===== src/rtl/fifo_serial_tx_if.sv =====
// FIFO-side pop handshake plus the serial line and status outputs of the drain stage.
interface fifo_serial_tx_if #(
  parameter int WIDTH = 8
);
  logic             enable;
  logic             fifo_empty;
  logic             fifo_rd;
  logic [WIDTH-1:0] fifo_data;
  logic             tx;
  logic             busy;
  logic             frame_done;

  modport master (
    output enable, fifo_empty, fifo_data,
    input  fifo_rd, tx, busy, frame_done
  );

  modport slave (
    input  enable, fifo_empty, fifo_data,
    output fifo_rd, tx, busy, frame_done
  );
endinterface


===== src/rtl/fifo_serial_tx.sv =====
// Pops one FIFO word and shifts it out as a UART frame (start, LSB-first data, optional parity, stop).
// Three idle-high cycles (IDLE, READ, LATCH) separate frames; enable/fifo_empty are only sampled in IDLE.
module fifo_serial_tx #(
  parameter int WIDTH        = 8,
  parameter int CLKS_PER_BIT = 16,
  parameter int STOP_BITS    = 1,
  parameter int PARITY_EN    = 0,
  parameter int PARITY_ODD   = 0
) (
  input logic          clk,
  input logic          reset,
  fifo_serial_tx_if.slave bus
);

  localparam int BW = (CLKS_PER_BIT > 1) ? $clog2(CLKS_PER_BIT) : 1;
  localparam int IW = $clog2(WIDTH + 1);

  localparam logic [BW-1:0] BAUD_LAST = BW'(CLKS_PER_BIT - 1);
  localparam logic [IW-1:0] DATA_LAST = IW'(WIDTH - 1);
  localparam logic [IW-1:0] STOP_LAST = IW'(STOP_BITS - 1);
  localparam logic          ODD_BIT   = (PARITY_ODD != 0);

  localparam logic [2:0] IDLE   = 3'd0;
  localparam logic [2:0] READ   = 3'd1;
  localparam logic [2:0] LATCH  = 3'd2;
  localparam logic [2:0] START  = 3'd3;
  localparam logic [2:0] DATA   = 3'd4;
  localparam logic [2:0] PARITY = 3'd5;
  localparam logic [2:0] STOP   = 3'd6;

  logic [2:0]       state;
  logic [BW-1:0]    baud;
  logic [IW-1:0]    bit_idx;
  logic [WIDTH-1:0] shreg;
  logic             par_acc;
  logic             tx_q;
  logic             rd_q;
  logic             busy_q;
  logic             done_q;

  logic baud_last;
  assign baud_last = (baud == BAUD_LAST);

  always_ff @(posedge clk) begin
    if (reset) begin
      state   <= IDLE;
      baud    <= '0;
      bit_idx <= '0;
      shreg   <= '0;
      par_acc <= 1'b0;
      tx_q    <= 1'b1;
      rd_q    <= 1'b0;
      busy_q  <= 1'b0;
      done_q  <= 1'b0;
    end else begin
      rd_q   <= 1'b0;
      done_q <= 1'b0;
      case (state)
        IDLE: begin
          baud    <= '0;
          bit_idx <= '0;
          if (bus.enable && !bus.fifo_empty) begin
            state  <= READ;
            rd_q   <= 1'b1;
            busy_q <= 1'b1;
          end
        end
        READ: begin
          state <= LATCH;
        end
        LATCH: begin
          // FIFO read data is valid in the cycle following the pop
          shreg   <= bus.fifo_data;
          par_acc <= 1'b0;
          baud    <= '0;
          tx_q    <= 1'b0;
          state   <= START;
        end
        START: begin
          if (baud_last) begin
            baud    <= '0;
            bit_idx <= '0;
            tx_q    <= shreg[0];
            par_acc <= par_acc ^ shreg[0];
            shreg   <= {1'b0, shreg[WIDTH-1:1]};
            state   <= DATA;
          end else begin
            baud <= baud + BW'(1);
          end
        end
        DATA: begin
          if (baud_last) begin
            baud <= '0;
            if (bit_idx == DATA_LAST) begin
              bit_idx <= '0;
              if (PARITY_EN != 0) begin
                tx_q  <= par_acc ^ ODD_BIT;
                state <= PARITY;
              end else begin
                tx_q  <= 1'b1;
                state <= STOP;
              end
            end else begin
              bit_idx <= bit_idx + IW'(1);
              tx_q    <= shreg[0];
              par_acc <= par_acc ^ shreg[0];
              shreg   <= {1'b0, shreg[WIDTH-1:1]};
            end
          end else begin
            baud <= baud + BW'(1);
          end
        end
        PARITY: begin
          if (baud_last) begin
            baud  <= '0;
            tx_q  <= 1'b1;
            state <= STOP;
          end else begin
            baud <= baud + BW'(1);
          end
        end
        STOP: begin
          if (baud_last) begin
            baud <= '0;
            // bit_idx is reused to count stop bits
            if (bit_idx == STOP_LAST) begin
              bit_idx <= '0;
              state   <= IDLE;
              busy_q  <= 1'b0;
              done_q  <= 1'b1;
            end else begin
              bit_idx <= bit_idx + IW'(1);
            end
          end else begin
            baud <= baud + BW'(1);
          end
        end
        default: begin
          state   <= IDLE;
          baud    <= '0;
          bit_idx <= '0;
          tx_q    <= 1'b1;
          busy_q  <= 1'b0;
        end
      endcase
    end
  end

  assign bus.tx         = tx_q;
  assign bus.fifo_rd    = rd_q;
  assign bus.busy       = busy_q;
  assign bus.frame_done = done_q;

endmodule


===== src/flat_wrapper.sv =====
// flat-port wrapper written by rule: the top's interface ports become plain ports
module fifo_serial_tx_flat 
#(
  parameter int WIDTH        = 8,
  parameter int CLKS_PER_BIT = 16,
  parameter int STOP_BITS    = 1,
  parameter int PARITY_EN    = 0,
  parameter int PARITY_ODD   = 0
)
  (clk, reset, bus_enable, bus_fifo_empty, bus_fifo_data, bus_fifo_rd, bus_tx, bus_busy, bus_frame_done);
  fifo_serial_tx_if #(.WIDTH(WIDTH)) bus_i ();
  input logic clk;
  input logic reset;
  input wire logic [$bits(bus_i.enable)-1:0] bus_enable;
  input wire logic [$bits(bus_i.fifo_empty)-1:0] bus_fifo_empty;
  input wire logic [$bits(bus_i.fifo_data)-1:0] bus_fifo_data;
  output wire logic [$bits(bus_i.fifo_rd)-1:0] bus_fifo_rd;
  output wire logic [$bits(bus_i.tx)-1:0] bus_tx;
  output wire logic [$bits(bus_i.busy)-1:0] bus_busy;
  output wire logic [$bits(bus_i.frame_done)-1:0] bus_frame_done;
  assign bus_i.enable = bus_enable;
  assign bus_i.fifo_empty = bus_fifo_empty;
  assign bus_i.fifo_data = bus_fifo_data;
  assign bus_fifo_rd = bus_i.fifo_rd;
  assign bus_tx = bus_i.tx;
  assign bus_busy = bus_i.busy;
  assign bus_frame_done = bus_i.frame_done;
  fifo_serial_tx #(.WIDTH(WIDTH), .CLKS_PER_BIT(CLKS_PER_BIT), .STOP_BITS(STOP_BITS), .PARITY_EN(PARITY_EN), .PARITY_ODD(PARITY_ODD)) u_core (.clk(clk), .reset(reset), .bus(bus_i));
endmodule

===== config.mk =====
export PLATFORM = sky130hd
export DESIGN_NAME = fifo_serial_tx_flat
export DESIGN_NICKNAME = d
export VERILOG_FILES = /design/src/rtl/fifo_serial_tx_if.sv /design/src/rtl/fifo_serial_tx.sv /design/src/flat_wrapper.sv
export SDC_FILE = /design/constraint.sdc
export NUM_CORES = 1
export LEC_CHECK = 0
export CAP_MARGIN = 20
export CORE_MARGIN = 4
export CORE_UTILIZATION = 30
export CTS_CLUSTER_SIZE = 10
export DETAILED_ROUTE_END_ITERATION = 10
export PLACE_DENSITY = 0.57
export SLEW_MARGIN = 5
export SYNTH_ARGS = -nofsm -noshare
export SYNTH_HDL_FRONTEND = slang
export SYNTH_SLANG_ARGS = --single-unit
export TNS_END_PERCENT = 5

===== constraint.sdc =====
create_clock -name clk -period 3.72 [get_ports clk]
set_input_delay 0.93 -clock clk [delete_from_list [all_inputs] [get_ports clk]]
set_output_delay 0.93 -clock clk [all_outputs]
set_load 0.05 [all_outputs]

# Word level (Yosys, flattened, before mapping)
# Index checks and enable logic that the tools add are counted.
# Widths: inputs -> output; s select.
# word_totals
inputBits	12
word_cells	79
ff_bits	23
out_inout_bits	4
# classes
reduce_logical	16
bitwise_logic	6
add_sub_neg	2
n_eq_ne	16
mux	31
# op_table
op	n
$mux 4	6
$mux 8	3
$pmux 8 s3	1
$mux 3	7
$pmux 3 s7	1
$pmux 4 s4	1
$reduce_and 4->1	4
$ne 2x1->1 const B	7
$eq 3x3->1 const B	3
$mux 1	9
$reduce_or 3->1	3
$add 4x1->4 const B	2
$pmux 4 s2	1
$reduce_and 7->1	1
$eq 3x2->1 const B	2
$not 1->1	6
$pmux 1 s5	1
$reduce_or 5->1	1
$eq 4x3->1 const B	1
$eq 4x4->1 const B	1
$logic_not 4->1	1
$reduce_or 4->1	1
$eq 3x1->1 const B	1
$logic_not 3->1	1
6 further kinds	6

# Longest topological paths before layout
# Gate-level depths: netlist (run 1).
# depth
depth_word	4
depth_mapped	7
mapped_depth_nobuf	6

# Least setup slack after synthesis (run 1)
# OpenSTA, ideal clock, no wires.
# synth_path
path_type	in2reg
startpoint	input reset
endpoint	register u_core.bit_idx[1]
setup_slack_ns	1.896
t_arrival_ns	1.764
setup_time_ns	0.059
cell_stages	4
path_cell_list	nor3b_1 a21boi_0 o21a_1 a41o_1
# synth_rtl
element	line	text
from (decl)	flat_wrapper.sv:13	input logic reset;
to (signal assigned)	fifo_serial_tx.sv:104	bit_idx <= bit_idx + IW'(1);
to (signal assigned)	fifo_serial_tx.sv:132	bit_idx <= bit_idx + IW'(1);
to (decl)	fifo_serial_tx.sv:33	logic [IW-1:0] bit_idx;

# Worst setup path after layout (run 1)
# layout_path
startpoint	register u_core.busy_q, in the netlist u_core.bus.busy
endpoint	output bus_busy
# layout_rtl
element	line	text
from (decl)	fifo_serial_tx.sv:38	logic busy_q;
from (signal assigned)	fifo_serial_tx.sv:53	busy_q <= 1'b0;
from (signal assigned)	fifo_serial_tx.sv:65	busy_q <= 1'b1;
from (signal assigned)	fifo_serial_tx.sv:129	busy_q <= 1'b0;
to (decl)	flat_wrapper.sv:19	output wire logic [$bits(bus_i.busy)-1:0] bus_busy;
# No word-level cell between the ends.

==> flow_metrics.tcl, run 1 <==
set metrics [dict create \
    worstSetupStartpoint "u_core.bus.busy" \
    cp_cell_sequence "clkdlybuf4s50_1" \
    ys_warn_count 0 \
    yosys-top-cells-area "dfxtp_1 32%, nor3b_1 6.8%, o21ai_0 4.6%" \
    synth_top_area_share_pct 32.25 \
    p_leak_nw 0.5670 \
    clockRootBuffer "clkbuf_8" \
    syn-cell-area_um2 1428 \
    wire_per_inst_um 14.30 \
    ios 16 \
    drtAntennaViolNets 0 \
    cts_made_buffers 3 \
    r2r_end "u_core.shreg[6]" \
    num_rows 24 \
    cp_slowest_stage_delay_ns 0.81 \
    finalWirelength_mm 3.317 \
    yosysTopAreaCell "dfxtp_1" \
    grt_max_degree 32 \
    syn_to_final_growth_pct 13.94 \
    status "complete, no violations" \
    fmax_mhz 424.3 \
    fill_cells 469 \
    cp.arrival_ns 1.43 \
    drtPass1Iterations 4 \
    postCtsSetupBuffers 0 \
    dieArea_um2 5927 \
    cp_max_fo 3 \
    initial_core_util_pct 31.91 \
    grt_pass1_wl_mm 5.720 \
    path_delay_family "buffers and inverters" \
    via_per_inst 5.504 \
    final-instance-count-excl-fill 232 \
    ff2ff_setup_slack_ns 1.58 \
    coreArea_um2 4474 \
    cts_tree "done" \
    crit_cells 1 \
    track_usage_pct 11.73 \
    cp-start-kind "register" \
    crit_end "bus_busy" \
    critical_path_buf_inv_count 1 \
    finalCriticalPeriod_ns 2.357 \
    hold_start "u_core.bus.busy" \
    clockBufferDepth 2 \
    rsz0062_at_grt "false" \
    place_inst 228 \
    synthFlopType "dfxtp_1" \
    crit_type "reg2out" \
    power.density_cell_area_nw_per_um2 330.4 \
    slew_viol_final 0 \
    dr.first_iter.drc_count 91 \
    grt-ovfl-total 0 \
    maxCapViolCount 0 \
    antenna_found_initial 0 \
    dp_hpwl_mm 2.253 \
    yosysSeqAreaShare_pct 32.25 \
    n_antenna_cell 0 \
    synth_seq_cells 23 \
    synth_fp_nets 188 \
    tightestPinTransition_ns 0.9328 \
    htree_levels 1 \
    crit_required_ns 2.79 \
    drive_above_1_share_pct 6.667 \
    setup_violations 0 \
    fin_crit_sh_pct 63.36 \
    tns_ns 0 \
    nNetsFinal 196 \
    fin_skew_ns 0.004270 \
    grt_pass1_vias 1219 \
    clk_latency_ns 0.27 \
    reg2regPathDepth 4 \
    synth_edf_count 0 \
    drcViolationCount 0 \
    chipWidth_um 76.99 \
    postSynthAreaPerCell_um2 8.252 \
    r2r-start "u_core.state[0]" \
    cp-end-kind "output pin" \
    gp_congestion 0.7891 \
    holdBufCountCts 0 \
    path_clk_slew_ns 0.08 \
    relSlewSlack_pct 37.73 \
    cts_resized 0 \
    slowest_stage "clkdlybuf4s50_1" \
    synth_cells 173 \
    hold_viol_final 0 \
    min_path_type "reg2reg" \
    cts.sinks 23 \
    async_flop_share_pct 0 \
    io_buffers 15 \
    vias 1277 \
    fp.dieH_um 76.99 \
    vdd_ir_drop_max_mv 0.1780 \
    synth_cell_types 47 \
]
-- placed cells by master (no fill, tap or decap), types with 2 or more instances in the layout --
cell	n
nor3b_1	13
buf_4	3
ha_1	3
nor2b_1	5
nor2_1	13
nand2_1	4
o21ai_0	13
a22o_1	2
dfxtp_1	23
nor4_1	2
nor3_1	10
a21oi_1	11
and3_1	4
a211oi_1	8
inv_1	5
a221o_1	2
nand3b_1	2
clkdlybuf4s50_1	15
o221ai_1	6
and4_1	2
clkbuf_8	3
nand3_1	5
-- metal layers --
layer / part of all wire (%) / global-route usage [%]
met5: 0 / 0
met1: 48 / 14.70
met2: 47 / 19.95
met3: 3.8 / 3.162
met4: 0.66 / 2.847
-- logic make-up (layout without fill, tap and decap cells) --
group	after synthesis	count (layout)	synth area share (%)
AOI/OAI and AO/OA	55	55	26.73
xor gates and xnor gates	2	2	1.227
adders and majority gates	3	3	2.630
buffers and inverters	20	27	7.187
DFF	23	23	32.25
muxes	2	2	1.840
and+or+nand+nor	68	68	28.13
-- sequential cells by signal, indices dropped and copies added, names as in the netlist --
name                   cells
u_core.state               3
u_core.bus.tx              1
u_core.shreg               8
u_core.bus.busy            1
u_core.bus.frame_done      1
u_core.bit_idx             4
u_core.bus.fifo_rd         1
u_core.baud                4
-- worst min-delay path by stage --
stage / endpoint / slack (ns) / cells past startpoint
4_1_cts: u_core.bus.busy / 0.50 / 2
5_1_grt: u_core.bus.tx / 0.51 / 1
3_5_place_dp: u_core.bus.tx / 0.48 / 1
6_report: u_core.bus.busy / 0.50 / 2
2_1_floorplan: u_core.bit_idx[3] / 0.46 / 1
3_3_place_gp: u_core.bus.busy / 0.49 / 2
-- stage by stage --
stage	total power [mW]	worst slack (ns)	hold WS [ns]	utilization, %	area (µm²)
after floorplan	0.3516	1.896	0.4630	-	1428
after global placement	0.3846	1.128	0.4855	35.35	1582
after detailed placement	0.3845	1.103	0.4833	35.35	1582
after CTS	0.5445	1.345	0.5009	36.35	1627
after global routing	0.5641	1.230	0.5093	36.35	1627
final	0.5374	1.363	0.4966	36.35	1627
-- cells in the mapped netlist, types with 2 or more instances --
library cell / count
a221o_1: 2
nor2b_1: 5
nor2_1: 13
dfxtp_1: 23
and4_1: 2
buf_6: 3
nor3b_1: 13
nor4_1: 2
ha_1: 3
o221ai_1: 6
nand3_1: 5
o21ai_0: 13
and3_1: 4
nand2_1: 4
clkbuf_1: 8
nor3_1: 10
a21oi_1: 11
buf_2: 4
a211oi_1: 8
a22o_1: 2
inv_1: 5
nand3b_1: 2
-- final cells by class --
class | count | area (µm²) | area share [%]
Timing Repair Buffer | 18 | 172.7 | 10.62
Multi-Input combinational cell | 130 | 864.6 | 53.15
Inverter | 5 | 18.77 | 1.154
Tap cell | 52 | 65.06 | 4.000
Sequential cell | 23 | 460.4 | 28.31
Clock buffer | 4 | 45.04 | 2.769
-- worst register-to-register path: cells and delay by family (launching register included) --
family | cells | cell delay, ns
and+or+nand+nor | 3 | 0.75
muxes | 1 | 0.34
DFF | 1 | 0.94
-- where the power goes --
part,internal (mW),switching [mW],leakage (nW),total [mW]
Clock,0.0765,0.0819,0.0228,0.158
Combinational,0.0469,0.0577,0.357,0.105
Sequential,0.259,0.0153,0.187,0.274
Power figures use the tool's default switching activity.
==> inputs of run 2 (changes only) <==
Clock period 3.72 ns to 2.3 ns, I/O delays scaled along.
==> run 2 against run 1 <==
Compared with the run above: die area did not move; clock-buffer cell count fell by 1; clock power rose by 64%; non-clock buffer count rose by 7; sequential cell count did not move; via count rose by 1.0%; total power rose by 64%; setup slack got worse by 1.1 ns; final area rose by 3.3%; sequential power rose by 62%; critical path type unchanged; critical endpoint unchanged.
==> flow_metrics.tcl, run 2 (synthesized netlist as in run 1, its figures left out) <==
set metrics [dict create \
    status "complete, no violations" \
    drcViolationCount 0 \
    grt-ovfl-total 0 \
    final_area_um2 1680 \
    fill_cells 460 \
    cp-end-kind "output pin" \
    dp_hpwl_mm 2.364 \
    ios 16 \
    tightestPinTransition_ns 0.5936 \
    slew_viol_final 0 \
    cts.sinks 23 \
    clockRootBuffer "clkbuf_8" \
    grt_pass1_vias 1189 \
    slowest_stage "clkdlybuf4s50_1" \
    grt_pass1_wl_mm 5.940 \
    clockBufferDepth 2 \
    syn_to_final_growth_pct 17.70 \
    cp.arrival_ns 1.44 \
    drtAntennaViolNets 0 \
    reg2regPathDepth 5 \
    initial_core_util_pct 31.91 \
    wire_per_inst_um 14.23 \
    chipWidth_um 76.99 \
    rsz0062_at_grt "false" \
    holdBufCountCts 0 \
    mostFrequentLayoutCell "dfxtp_1" \
    setup_violations 0 \
    num_rows 24 \
    cp_slowest_stage_delay_ns 0.81 \
    relSlewSlack_pct 60.38 \
    coreArea_um2 4474 \
    power.density_cell_area_nw_per_um2 523.6 \
    fin_skew_ns 0.006049 \
    via_per_inst 5.397 \
    hold_start "u_core.bus.tx" \
    critical_path_buf_inv_count 1 \
    cts_tree "done" \
    crit_required_ns 1.73 \
    power_mw 0.8798 \
    hold_viol_final 0 \
    cp_cell_sequence "clkdlybuf4s50_1" \
    nNetsFinal 203 \
    fin_util_pct 37.56 \
    antenna_found_initial 0 \
    top_regs "u_core.shreg: 8 flops, u_core.baud: 4 flops, u_core.bit_idx: 4 flops" \
    min_path_type "reg2reg" \
    final_cell_mix "23 x dfxtp_1, 15 x clkdlybuf4s50_1, 13 x nor3b_1, 13 x nor2_1, 13 x o21ai_0" \
    gp_congestion 0.7849 \
    crit_type "reg2out" \
    r2r-start "u_core.state[2]" \
    track_usage_pct 11.98 \
    largest_reg_flops 8 \
    dieArea_um2 5927 \
    p_leak_nw 0.6060 \
    maxCapViolCount 0 \
    fmax_mhz 495.7 \
    cp-start-kind "register" \
    grt_max_degree 23 \
    fp.dieH_um 76.99 \
    tns_ns 0 \
    r2r_end "u_core.bit_idx[1]" \
    path_clk_slew_ns 0.09 \
    postCtsSetupBuffers 0 \
    fin_crit_sh_pct 87.71 \
    finalCriticalPeriod_ns 2.017 \
    clk_latency_ns 0.27 \
    cts_made_buffers 3 \
    ff2ff_setup_slack_ns 0.38 \
    io_buffers 15 \
    placed_area_um2 1634 \
    finalWirelength_mm 3.400 \
    cts_resized 0 \
    dr.first_iter.drc_count 86 \
    whs_path_depth 1 \
    cp_max_fo 3 \
    htree_levels 1 \
    drtPass1Iterations 4 \
    regMostFlops "u_core.shreg" \
    drive_above_1_share_pct 10.70 \
    path_delay_family "buffers and inverters" \
    vdd_ir_drop_max_mv 0.2610 \
    n_antenna_cell 0 \
    vias 1290 \
    worst_hold_path.endpoint "u_core.bus.tx" \
]
[run 2: cell count changes in the layout (fill, tap and decap cells not counted)]
cell and change:
clkinv_2 +1, buf_4 +7, clkbuf_1 -1
[run 2: per-layer routing]
metal | up-vias | share of wire (%) | track usage [%]
li1 | 682 | - | -
met1 | 588 | 51 | 16.87
met2 | 18 | 45 | 18.55
met3 | 2 | 3.4 | 3.162
met4 | 0 | 0.65 | 2.135
met5 | - | 0 | 0
[run 2: worst max-delay path by stage]
stage / cells after the start / slack (ns) / end / startpoint
after floorplan: 7 / 0.58 / u_core.shreg[6] / u_core.baud[0]
after global placement: 5 / 0.33 / u_core.bit_idx[1] / reset
after detailed placement: 5 / 0.32 / u_core.bit_idx[1] / reset
after CTS: 1 / 0.27 / bus_busy / u_core.bus.busy
after global routing: 5 / 0.23 / u_core.bit_idx[1] / u_core.state[2]
final: 1 / 0.28 / bus_busy / u_core.bus.busy
[run 2: metrics by stage]
step / std cells / worst slack (ns) / hold WS, ns
2_1_floorplan: 173 / 0.5754 / 0.4630
3_3_place_gp: 235 / 0.3281 / 0.4818
3_5_place_dp: 235 / 0.3170 / 0.4789
4_1_cts: 239 / 0.2663 / 0.5035
5_1_grt: 239 / 0.2310 / 0.5282
6_report: 239 / 0.2826 / 0.4977
[run 2: cell type report]
class	instances	area [µm²]	area share (%)
clock buffers	3	41.29	2.457
clock inverters	1	5.005	0.2978
inverters	5	18.77	1.117
multi-input cells	130	864.6	51.45
flip-flops and latches	23	460.4	27.40
well taps	52	65.06	3.872
repair buffers	25	225.2	13.40
[run 2: power by group]
group          switching [mW]  internal [mW]  total, mW
combinational          0.0918         0.0836      0.175
clock                   0.138          0.121      0.259
sequential             0.0264          0.419      0.445
total                   0.256          0.624      0.880
